### src/rtl/fetch_pc_unit.sv
// Program counter, instruction register and latched branch target for the
// multicycle accumulator CPU. Also resolves conditional branches and counts fetches.
module fetch_pc_unit #(
    parameter int              WIDTH    = 16,
    parameter int              OPW      = 5,
    parameter logic [WIDTH-1:0] RESET_PC = '0,
    parameter int              CNTW     = 32
) (
    input  logic                 CLK,
    input  logic                 Reset,
    input  logic [1:0]           PCSrc,
    input  logic [1:0]           PCWrite,
    input  logic [1:0]           Branch,
    input  logic [1:0]           BneOrBeq,
    input  logic                 IRWrite,
    input  logic                 Zero,
    input  logic [WIDTH-1:0]     ALUResult,
    input  logic [WIDTH-1:0]     ACC,
    input  logic [WIDTH-1:0]     InstrIn,
    output logic [WIDTH-1:0]     PC,
    output logic [WIDTH-1:0]     Instr,
    output logic [OPW-1:0]       Opcode,
    output logic [WIDTH-OPW-1:0] Imm,
    output logic [WIDTH-1:0]     ImmSE,
    output logic [WIDTH-1:0]     BranchTarget,
    output logic                 BranchTaken,
    output logic [CNTW-1:0]      InstrCount
);

    localparam int IMMW = WIDTH - OPW;

    logic [WIDTH-1:0] pc_q;
    logic [WIDTH-1:0] ir_q;
    logic [WIDTH-1:0] target_q;
    logic             decode_q;
    logic [CNTW-1:0]  count_q;

    logic             pc_write_en;
    logic             branch_cond;
    logic [WIDTH-1:0] jump_pc;
    logic [WIDTH-1:0] pc_sel;
    logic [WIDTH-1:0] pc_next;

    assign Opcode = ir_q[WIDTH-1:IMMW];
    assign Imm    = ir_q[IMMW-1:0];
    assign ImmSE  = {{OPW{ir_q[IMMW-1]}}, ir_q[IMMW-1:0]};

    // Region jump keeps the upper PC bits and replaces the rest with Imm word-aligned.
    assign jump_pc = {pc_q[WIDTH-1:IMMW+1], ir_q[IMMW-1:0], 1'b0};

    assign pc_write_en = (PCWrite != 2'b00);
    assign branch_cond = BneOrBeq[0] ? Zero : ~Zero;
    assign BranchTaken = (Branch != 2'b00) && !pc_write_en && branch_cond;

    always_comb begin
        pc_sel = pc_q;
        if (pc_write_en) begin
            case (PCSrc)
                2'd0:    pc_sel = ALUResult;
                2'd1:    pc_sel = jump_pc;
                2'd2:    pc_sel = target_q;
                default: pc_sel = ACC;
            endcase
        end else if (BranchTaken) begin
            pc_sel = target_q;
        end
    end

    // Instructions are halfword aligned; an odd source is silently aligned.
    assign pc_next = {pc_sel[WIDTH-1:1], 1'b0};

    always_ff @(posedge CLK or posedge Reset) begin
        if (Reset) begin
            pc_q     <= {RESET_PC[WIDTH-1:1], 1'b0};
            ir_q     <= '0;
            target_q <= '0;
            decode_q <= 1'b0;
            count_q  <= '0;
        end else begin
            pc_q     <= pc_next;
            decode_q <= IRWrite;
            if (IRWrite) begin
                ir_q    <= InstrIn;
                count_q <= count_q + {{(CNTW-1){1'b0}}, 1'b1};
            end
            // The cycle after Fetch is Decode, when the ALU computes PC+ImmSE.
            if (decode_q) begin
                target_q <= ALUResult;
            end
        end
    end

    assign PC           = pc_q;
    assign Instr        = ir_q;
    assign BranchTarget = target_q;
    assign InstrCount   = count_q;

endmodule

### config.mk
export PLATFORM = sky130hd
export DESIGN_NAME = fetch_pc_unit
export DESIGN_NICKNAME = d
export VERILOG_FILES = /design/src/rtl/fetch_pc_unit.sv
export SDC_FILE = /design/constraint.sdc
export NUM_CORES = 1
export LEC_CHECK = 0
export BUFFER_PORTS_ARGS = -buffer_cell sky130_fd_sc_hd__buf_2
export CORE_MARGIN = 3
export CORE_UTILIZATION = 40
export DETAILED_ROUTE_END_ITERATION = 10
export PLACE_DENSITY = 0.75
export RECOVER_POWER = 50
export SLEW_MARGIN = 0
export SYNTH_ARGS = -nofsm -noshare
export SYNTH_HDL_FRONTEND = slang
export SYNTH_SLANG_ARGS = --single-unit
### constraint.sdc
create_clock -name CLK -period 2.35 [get_ports CLK]
set_input_delay 0.47 -clock CLK [delete_from_list [all_inputs] [get_ports CLK]]
set_output_delay 0.47 -clock CLK [all_outputs]
set_load 0.02 [all_outputs]
==> parameters.txt, run 1 <==
Parameter                              Value

Cells and area
  Proportion of layout cells with a drive suffix above 1 ... 46.8%
  Antenna diode count ... 0
  Area of the multi-input gates ... around 1600 um^2
  Final layout net count ... 514
  Fillcell total ... 854
  Register Area ... 2000 um^2
  Fraction of the core area covered by cells at the end of the flow ... 51.3%
  Most frequent standard cell in the layout excluding fill and tap cells ... sky130_fd_sc_hd__buf_2
  Area growth, synth to finish ... 22.7%
  Most frequent cells in the layout ... 152 x sky130_fd_sc_hd__buf_2, 80 x sky130_fd_sc_hd__dfrtp_1, 33 x sky130_fd_sc_hd__mux2_2

Hold path
  Number of cells on the worst hold path ... 2
  Capture endpoint of the worst hold path ... Instr[3]$_DFFE_PP0P_
  Type of the most critical hold path ... input pin to flop
  Startpoint of the worst hold path ... InstrIn[3]

Routing
  First-pass iteration count of the detailed router ... 4
  Drt drc ... 0
  Number of design-rule violations left by the first detailed-router iteration ... 88
  Post-route ant nets ... 0
  Vias per Instance ... about 5.0
  Final routed wire length divided by cell count ... 15.8 um
  Detailed-route wire length ... 9250 um
  Total via count in the routed design ... roughly 3000

Power
  Comb power frac ... 24.6%
  Reported leakage power ... 2.35 nW
  Net switching power ... between 1 and 1.5 mW
  Seq pwr share ... a little under half
  Switching portion of total power ... 32.5%
  Internal ... 2.40 mW
  Worst-case vdd ir drop ... 0.418 mV
  Power per cell area ... 736 nW/um^2
  Portion of total power attributed to the clock network ... 27.5%

Worst setup path
  Critical Path Slowest Stage Cell ... sky130_fd_sc_hd__o211a_1
  Cell repeated most along the worst path ... sky130_fd_sc_hd__buf_2
  Maximum net fanout on the critical path ... 8
  List of cells traversed by the critical path ... buf_2 > nor2_1 > o211a_1 > buf_2
  Crit path arrival time ... 1280 ps
  Minimum setup slack among reg-to-reg paths ... approximately 740 ps
  Type of destination of the critical path ... output pin
  Cell count of the worst reg-to-reg path ... 4
  Reg2Reg Launch Point ... InstrCount[8]$_DFFE_PP0P_
  Delay of the slowest cell on the worst path ... 340 ps
  Reg-to-Reg End ... InstrCount[25]$_DFFE_PP0P_
  Worst Path Required ... 1880 ps
  Kind of start point of the critical path ... input pin
  Setup Crit Path Kind ... input pin to output pin

STA
  Transition time of the tightest slew-check pin ... approximately 1000 ps
  RSZ-0062 raised after global routing ... no
  Setup_tns ... 0 ps
  Number of failing setup endpoints in the final timing report ... 0
  Hold Violations, Final ... 0
  Final cycle utilization of the critical path ... around three quarters
  Clk_skew ... 7.61 ps
  Worst max-slew margin expressed relative to the limit ... a little under a third
  Number of max-slew violations in the final report ... 0
  Time the worst path needs with I/O delays and setup ... approximately 1800 ps
  Highest achievable clock rate ... roughly 570 MHz

Global route
  Via count of the first global-routing pass ... 2961
  Total congestion overflow ... 0
  Total Routing Usage GR ... 16.9%
  Maximum number of pins on one net before global-route repair ... 43
  Antenna violations before repair ... 0
  Global-route wire length before repair ... 15200 um

Yosys
  Proportion of synthesized chip area in sequential cells ... 50.9%
  Cell area after synthesis ... just under 4000 um^2
  Avg Cell Area, Syn ... ~13 um^2
  Synth Net Count ... roughly 370
  Warning count from the yosys run ... 0
  Synth Register Bits ... 80
  Cell count after synthesis ... between 300 and 400
  Count of distinct cell types in the synthesized netlist ... 33

Placed design
  Post-detail-place hpwl ... 6920 um
  Number of buffer cells added on primary ports ... roughly 170
  Placer Congestion ... 0.865

Floorplan
  Overall die height ... 105 um
  Area of the die ... approximately 11000 um^2
  Die width ... 105 um
  Count of standard-cell rows ... 35
  Core area ... ~9400 um^2
  # IOs ... 173
  Effective utilization at floorplan ... a little over two fifths

Clock network
  CTS hold repair buffers ... 0
  Clock tree from TritonCTS ... done
  Number of cells upsized or downsized after cts ... 0
  Root cell of the clock tree ... sky130_fd_sc_hd__clkbuf_8
  TritonCTS buffer count ... 9
  Post-CTS setup buffer count ... 0
  H-tree lvl count ... 3
  Clock latency of the later-clocked register in the worst-skew pair ... 340 ps
  Bufs on Longest Clock Path ... 2
  Clk sink count ... 80
  Post-CTS clock slew at the launch and capture registers of the worst setup and hold paths ... about 80 ps

Status
  Result of the run ... completed

Job
  Reported max-cap violation count ... 0
-- cells in the mapped netlist --
| library cell | number | area [um^2] |
|---|---|---|
| sky130_fd_sc_hd__a31oi_1 | 4 | 25.0 |
| sky130_fd_sc_hd__ha_1 | 1 | 12.5 |
| sky130_fd_sc_hd__nor2_1 | 4 | 15.0 |
| sky130_fd_sc_hd__o21ai_0 | 4 | 20.0 |
| sky130_fd_sc_hd__o211a_1 | 1 | 10.0 |
| sky130_fd_sc_hd__buf_2 | 7 | 35.0 |
| sky130_fd_sc_hd__dfrtp_1 | 80 | 2000 |
| sky130_fd_sc_hd__mux2_2 | 33 | 372 |
| sky130_fd_sc_hd__nor3_2 | 1 | 10.0 |
| sky130_fd_sc_hd__nor3_1 | 7 | 35.0 |
| sky130_fd_sc_hd__buf_1 | 3 | 11.3 |
| sky130_fd_sc_hd__buf_8 | 1 | 15.0 |
| sky130_fd_sc_hd__nand3_1 | 13 | 65.1 |
| sky130_fd_sc_hd__nor2b_1 | 10 | 62.6 |
| sky130_fd_sc_hd__and4_1 | 4 | 35.0 |
| sky130_fd_sc_hd__conb_1 | 1 | 3.75 |
| sky130_fd_sc_hd__a221o_1 | 11 | 110 |
| sky130_fd_sc_hd__or2_2 | 1 | 6.26 |
| sky130_fd_sc_hd__buf_4 | 34 | 255 |
| sky130_fd_sc_hd__inv_1 | 3 | 11.3 |
| sky130_fd_sc_hd__a21oi_1 | 1 | 5.00 |
| sky130_fd_sc_hd__nand2_1 | 11 | 41.3 |
| sky130_fd_sc_hd__and3_1 | 7 | 43.8 |
| sky130_fd_sc_hd__nand4_1 | 14 | 87.6 |
| sky130_fd_sc_hd__mux4_2 | 4 | 90.1 |
| sky130_fd_sc_hd__a21o_1 | 4 | 30.0 |
| sky130_fd_sc_hd__and2_1 | 5 | 31.3 |
| sky130_fd_sc_hd__xnor2_1 | 29 | 254 |
| sky130_fd_sc_hd__xor2_1 | 3 | 26.3 |
| sky130_fd_sc_hd__mux4_1 | 7 | 184 |
| sky130_fd_sc_hd__and2b_1 | 1 | 7.51 |
| sky130_fd_sc_hd__clkbuf_1 | 3 | 11.3 |
| sky130_fd_sc_hd__buf_6 | 1 | 11.3 |
-- cells by family after synthesis --
family,share of synthesized area [%]
mux,16.4
flops,50.9
other cells,0.0953
simple gates,11.2
compound gates,5.09
buf+inv,8.90
xor+xnor,7.12
fa+ha+maj,0.318
-- worst max path at each step --
stage                     startpoint                end  slack [ps]
final                     PCWrite[1]        BranchTaken         600
after global routing      PCWrite[1]        BranchTaken         530
after CTS                 PCWrite[1]        BranchTaken         610
after detailed placement    PCSrc[0]  PC[3]$_DFFE_PP0P_         320
after global placement      PCSrc[0]  PC[2]$_DFFE_PP0P_         360
after floorplan           PCWrite[1]        BranchTaken         630
-- layout make-up --
class / count / share of cell area [%]
sequential: 80 / 41.5
multi-input combinational: 181 / 32.8
clock buffer: 11 / 2.93
timing repair buffer: 178 / 18.3
tap: 129 / 3.34
inverter: 3 / 0.259
clock inverter: 4 / 0.933
-- state kept, by name, summed over array words and instances, names as in the netlist --
name	flops
decode_q	1
PC	15
InstrCount	32
Instr	16
BranchTarget	16
-- metal layers --
metal | global-route usage (%) | up-vias | wire (um)
li1 | - | 1371 | -
met1 | 21.3 | 1439 | 3840
met2 | 28.5 | 110 | 4670
met3 | 3.77 | 10 | 627
met4 | 5.81 | 0 | 107
met5 | 0 | - | 0
-- through the flow --
step	setup WS (ps)	hold WS, ps	power [mW]	cells	cell area [um^2]
2_1_floorplan	627	501	2.34	313	3940
3_3_place_gp	362	462	2.60	571	4670
3_5_place_dp	319	468	2.62	571	4670
4_1_cts	612	268	3.62	586	4860
5_1_grt	529	336	3.74	586	4830
6_report	599	358	3.55	586	4830
-- power by group through the flow --
stage | clock [mW] | combinational (mW) | sequential [mW]
after global routing | 1.08 | 0.938 | 1.73
final | 0.979 | 0.876 | 1.70
after global placement | 0 | 0.884 | 1.71
after CTS | 1.02 | 0.901 | 1.70
after floorplan | 0 | 0.459 | 1.88
after detailed placement | 0 | 0.898 | 1.73
-- critical path, delay by kind of cell --
family / cells / cell delay [ps]
buffers and inverters: 2 / 320
AND/OR/NAND/NOR: 1 / 140
AO/OA/AOI/OAI: 1 / 340
No activity file was read; power rests on OpenSTA's default activity.
==> run 2, diff against run 1 <==
--- a/config.mk
+++ b/config.mk
@@ -5,11 +5,12 @@
 export SDC_FILE = /design/constraint.sdc
 export NUM_CORES = 1
 export LEC_CHECK = 0
+export ABC_AREA = 1
 export BUFFER_PORTS_ARGS = -buffer_cell sky130_fd_sc_hd__buf_2
 export CORE_MARGIN = 3
 export CORE_UTILIZATION = 40
 export DETAILED_ROUTE_END_ITERATION = 10
-export PLACE_DENSITY = 0.75
+export PLACE_DENSITY = 0.74
 export RECOVER_POWER = 50
 export SLEW_MARGIN = 0
 export SYNTH_ARGS = -nofsm -noshare
==> constraint.sdc (replaced) <==
create_clock -name CLK -period 1.6 [get_ports CLK]
set_input_delay 0.32 -clock CLK [delete_from_list [all_inputs] [get_ports CLK]]
set_output_delay 0.32 -clock CLK [all_outputs]
set_load 0.02 [all_outputs]
==> run 2 against run 1 <==
Against the previous run:
- utilization up 1.2 points
- first-iteration DRC count rose to 3.3 times the previous value
- critical endpoint is now InstrCount[12]$_DFFE_PP0P_
- sequential share of layout area down 3.3 points
- hold slack worse by 190 ps
- power up 58%
- non-clock buffer count up 5
- sequential cell count unchanged
- critical path depth up 3
- global-route usage up 2.7 points
- design area up 8.7%
==> parameters.txt, run 2 <==
Parameter                              Value

Clock network
  Clock latency of the later-clocked register in the worst-skew pair ... 340 ps
  TritonCTS buffer count ... 9
  Clock tree from TritonCTS ... done
  Post-CTS clock slew at the launch and capture registers of the worst setup and hold paths ... 90 ps
  Clk sink count ... 80
  Root cell of the clock tree ... sky130_fd_sc_hd__clkbuf_8
  CTS hold repair buffers ... 0
  Bufs on Longest Clock Path ... 2
  H-tree lvl count ... 3

Yosys
  Warning count from the yosys run ... 0
  Synth Register Bits ... 80
  Leading post-synthesis cells by cell area ... sky130_fd_sc_hd__dfrtp_1 48%, sky130_fd_sc_hd__nand2_1 18%, sky130_fd_sc_hd__buf_4 6.2%
  Proportion of synthesized chip area in sequential cells ... 47.5%
  Avg Cell Area, Syn ... 8.07 um^2
  Synth Net Count ... 583
  Cell count after synthesis ... roughly 520
  Count of distinct cell types in the synthesized netlist ... 24
  Count of flip-flops with a built-in enable after synthesis ... 0
  Primary flip-flop cell chosen by synthesis mapping ... sky130_fd_sc_hd__dfrtp_1
  Proportion of synthesized flip-flops having asynchronous set or reset ... 100%
  Most numerous cell types in the synthesized netlist ... 197 x sky130_fd_sc_hd__nand2_1, 80 x sky130_fd_sc_hd__dfrtp_1, 38 x sky130_fd_sc_hd__inv_1
  Synth area leader ... sky130_fd_sc_hd__dfrtp_1
  Most numerous cell in the Yosys netlist ... sky130_fd_sc_hd__nand2_1
  Area fraction of the dominant cell type after synthesis ... 47.5%
  Cell area after synthesis ... 4210 um^2

STA
  Worst Slack Setup Final ... 106 ps
  Highest achievable clock rate ... 669 MHz
  Worst max-slew margin expressed relative to the limit ... between 20% and 30%
  Worst hold slack after final layout ... about 170 ps
  Number of max-slew violations in the final report ... 0
  Transition time of the tightest slew-check pin ... 1130 ps
  Time the worst path needs with I/O delays and setup ... 1490 ps
  Final cycle utilization of the critical path ... 93.4%
  Clk_skew ... 10.7 ps
  Number of failing setup endpoints in the final timing report ... 0
  Hold Violations, Final ... 0
  Setup_tns ... 0 ps

Cells and area
  Fillcell total ... 989
  Max FFs per register ... 32
  Area growth, synth to finish ... 24.7%
  Most frequent cells in the layout ... 198 x sky130_fd_sc_hd__nand2_1, 167 x sky130_fd_sc_hd__buf_2, 80 x sky130_fd_sc_hd__dfrtp_1
  Total non-filler cell area in the finished layout ... 5250 um^2
  Final layout net count ... 731
  Proportion of layout cells with a drive suffix above 1 ... between 30% and 40%
  Antenna diode count ... 0
  Most frequent standard cell in the layout excluding fill and tap cells ... sky130_fd_sc_hd__nand2_1

Worst setup path
  Setup Crit Path Kind ... flop to flop
  Crit path arrival time ... 1760 ps
  Kind of start point of the critical path ... flop
  Cell count of the worst reg-to-reg path ... 7
  Minimum setup slack among reg-to-reg paths ... about 110 ps
  Worst Path Required ... 1870 ps
  Type of destination of the critical path ... flop
  Reg2Reg Launch Point ... InstrCount[1]$_DFFE_PP0P_
  Reg-to-Reg End ... InstrCount[12]$_DFFE_PP0P_
  Maximum net fanout on the critical path ... 7

Global route
  Via count of the first global-routing pass ... ~3800
  Total congestion overflow ... 0
  Total Routing Usage GR ... roughly 20%
  Antenna violations before repair ... 0
  Maximum number of pins on one net before global-route repair ... 81
  Global-route wire length before repair ... 18300 um

Routing
  Number of design-rule violations left by the first detailed-router iteration ... 290
  Vias per Instance ... 4.89
  Final routed wire length divided by cell count ... 14.4 um
  Post-route ant nets ... 0
  Total via count in the routed design ... ~4000
  Detailed-route wire length ... between 10000 and 15000 um
  First-pass iteration count of the detailed router ... 5
  Drt drc ... 0

Placed design
  Placer Congestion ... about 0.85
  Number of buffer cells added on primary ports ... 169
  Post-detail-place hpwl ... 8660 um
  Cell area reported after detailed placement ... 5010 um^2
  Worst slack after detailed placement ... -23.5 ps

Floorplan
  Die width ... approximately 110 um
  Overall die height ... about 110 um
  # IOs ... 173
  Core area ... 10000 um^2
  Count of standard-cell rows ... 36
  Area of the die ... 11800 um^2
  Effective utilization at floorplan ... between 40% and 50%

Hold path
  Capture endpoint of the worst hold path ... Instr[7]$_DFFE_PP0P_
  Startpoint of the worst hold path ... InstrIn[7]
  Type of the most critical hold path ... input pin to flop
  Number of cells on the worst hold path ... 3

Power
  Post-layout total power ... 5.60 mW
  Power per cell area ... 1070 nW/um^2
  Reported leakage power ... 2.84 nW
  Worst-case vdd ir drop ... 0.355 mV

Job
  Reported max-cap violation count ... 0

Status
  Result of the run ... completed
==> run 2: cell types whose count changed in the layout (fill, tap and decap cells not counted), moves of 10 or more <==
cell                       delta
sky130_fd_sc_hd__xnor2_1     -15
sky130_fd_sc_hd__a221o_1     -11
sky130_fd_sc_hd__mux2_2      -26
sky130_fd_sc_hd__o21ai_0     +11
sky130_fd_sc_hd__buf_2       +15
sky130_fd_sc_hd__clkbuf_1    -15
sky130_fd_sc_hd__nor2_1      +27
sky130_fd_sc_hd__nand3_1     +20
sky130_fd_sc_hd__inv_1       +35
sky130_fd_sc_hd__nor2b_1     -10
sky130_fd_sc_hd__o211ai_1    +12
sky130_fd_sc_hd__nand2_1    +187
==> run 2: through the flow <==
step                      utilization [%]  std cells
after CTS                            52.5        805
after detailed placement             50.1        789
after floorplan                         -        522
after global placement               50.1        789
final                                52.5        808
after global routing                 52.5        808
==> run 2: worst max-delay path by stage <==
stage                                       endpoint  slack (ps)                 startpoint  cells past startpoint
after CTS                 InstrCount[16]$_DFFE_PP0P_          80  InstrCount[1]$_DFFE_PP0P_                      7
after floorplan           InstrCount[20]$_DFFE_PP0P_         130  InstrCount[0]$_DFFE_PP0P_                      7
after global routing      InstrCount[12]$_DFFE_PP0P_          -5  InstrCount[1]$_DFFE_PP0P_                      7
after detailed placement           PC[9]$_DFFE_PP0P_         -20                   PCSrc[0]                      7
after global placement            PC[10]$_DFFE_PP0P_          50                   PCSrc[0]                      7
final                     InstrCount[12]$_DFFE_PP0P_         110  InstrCount[1]$_DFFE_PP0P_                      7
==> run 2: repair_timing <==
action                                  CTS  global route
endpoints found under the setup margin    0             5
setup buffers                             0             3
resized for setup                         0             2
==> run 2: power breakdown <==
| group | internal (mW) | leakage [nW] | switching (mW) |
|---|---|---|---|
| clock | 1.05 | 0.117 | 0.780 |
| combinational | 0.473 | 1.71 | 0.869 |
| sequential | 2.23 | 1.01 | 0.202 |
==> run 2: worst max-delay path, stage by stage, from the launching register on <==
cell and delay [ps]:
sky130_fd_sc_hd__dfrtp_1 410, sky130_fd_sc_hd__ha_1 190, sky130_fd_sc_hd__nand2_2 110, sky130_fd_sc_hd__nor2_4 120, sky130_fd_sc_hd__nand2_2 100, sky130_fd_sc_hd__nor2_4 200, sky130_fd_sc_hd__buf_4 140, sky130_fd_sc_hd__xor2_1 140
==> run 2: cells by family after synthesis <==
logic type,share of synthesized area (%)
xor gates and xnor gates,4.78
AOI/OAI and AO/OA,3.92
and+or+nand+nor,30.5
DFF,47.5
buffers and inverters,11.0
adders and majority gates,0.297
muxes,1.87
other,0.0891
==> run 2: per-layer routing <==
layer	GRT usage [%]	share of wire [%]
met1	24.5	41
met2	34.6	51
met4	3.61	0.58
met5	0	0
met3	4.72	7.7
==> run 2: area by class of cell <==
type	instances	area, um^2	share of cell area, %
inverter	40	154	2.93
tap	133	166	3.17
clock buffer	10	128	2.43
timing repair buffer	183	942	17.9
clock inverter	6	115	2.19
sequential	80	2000	38.1
multi-input combinational	356	1740	33.2
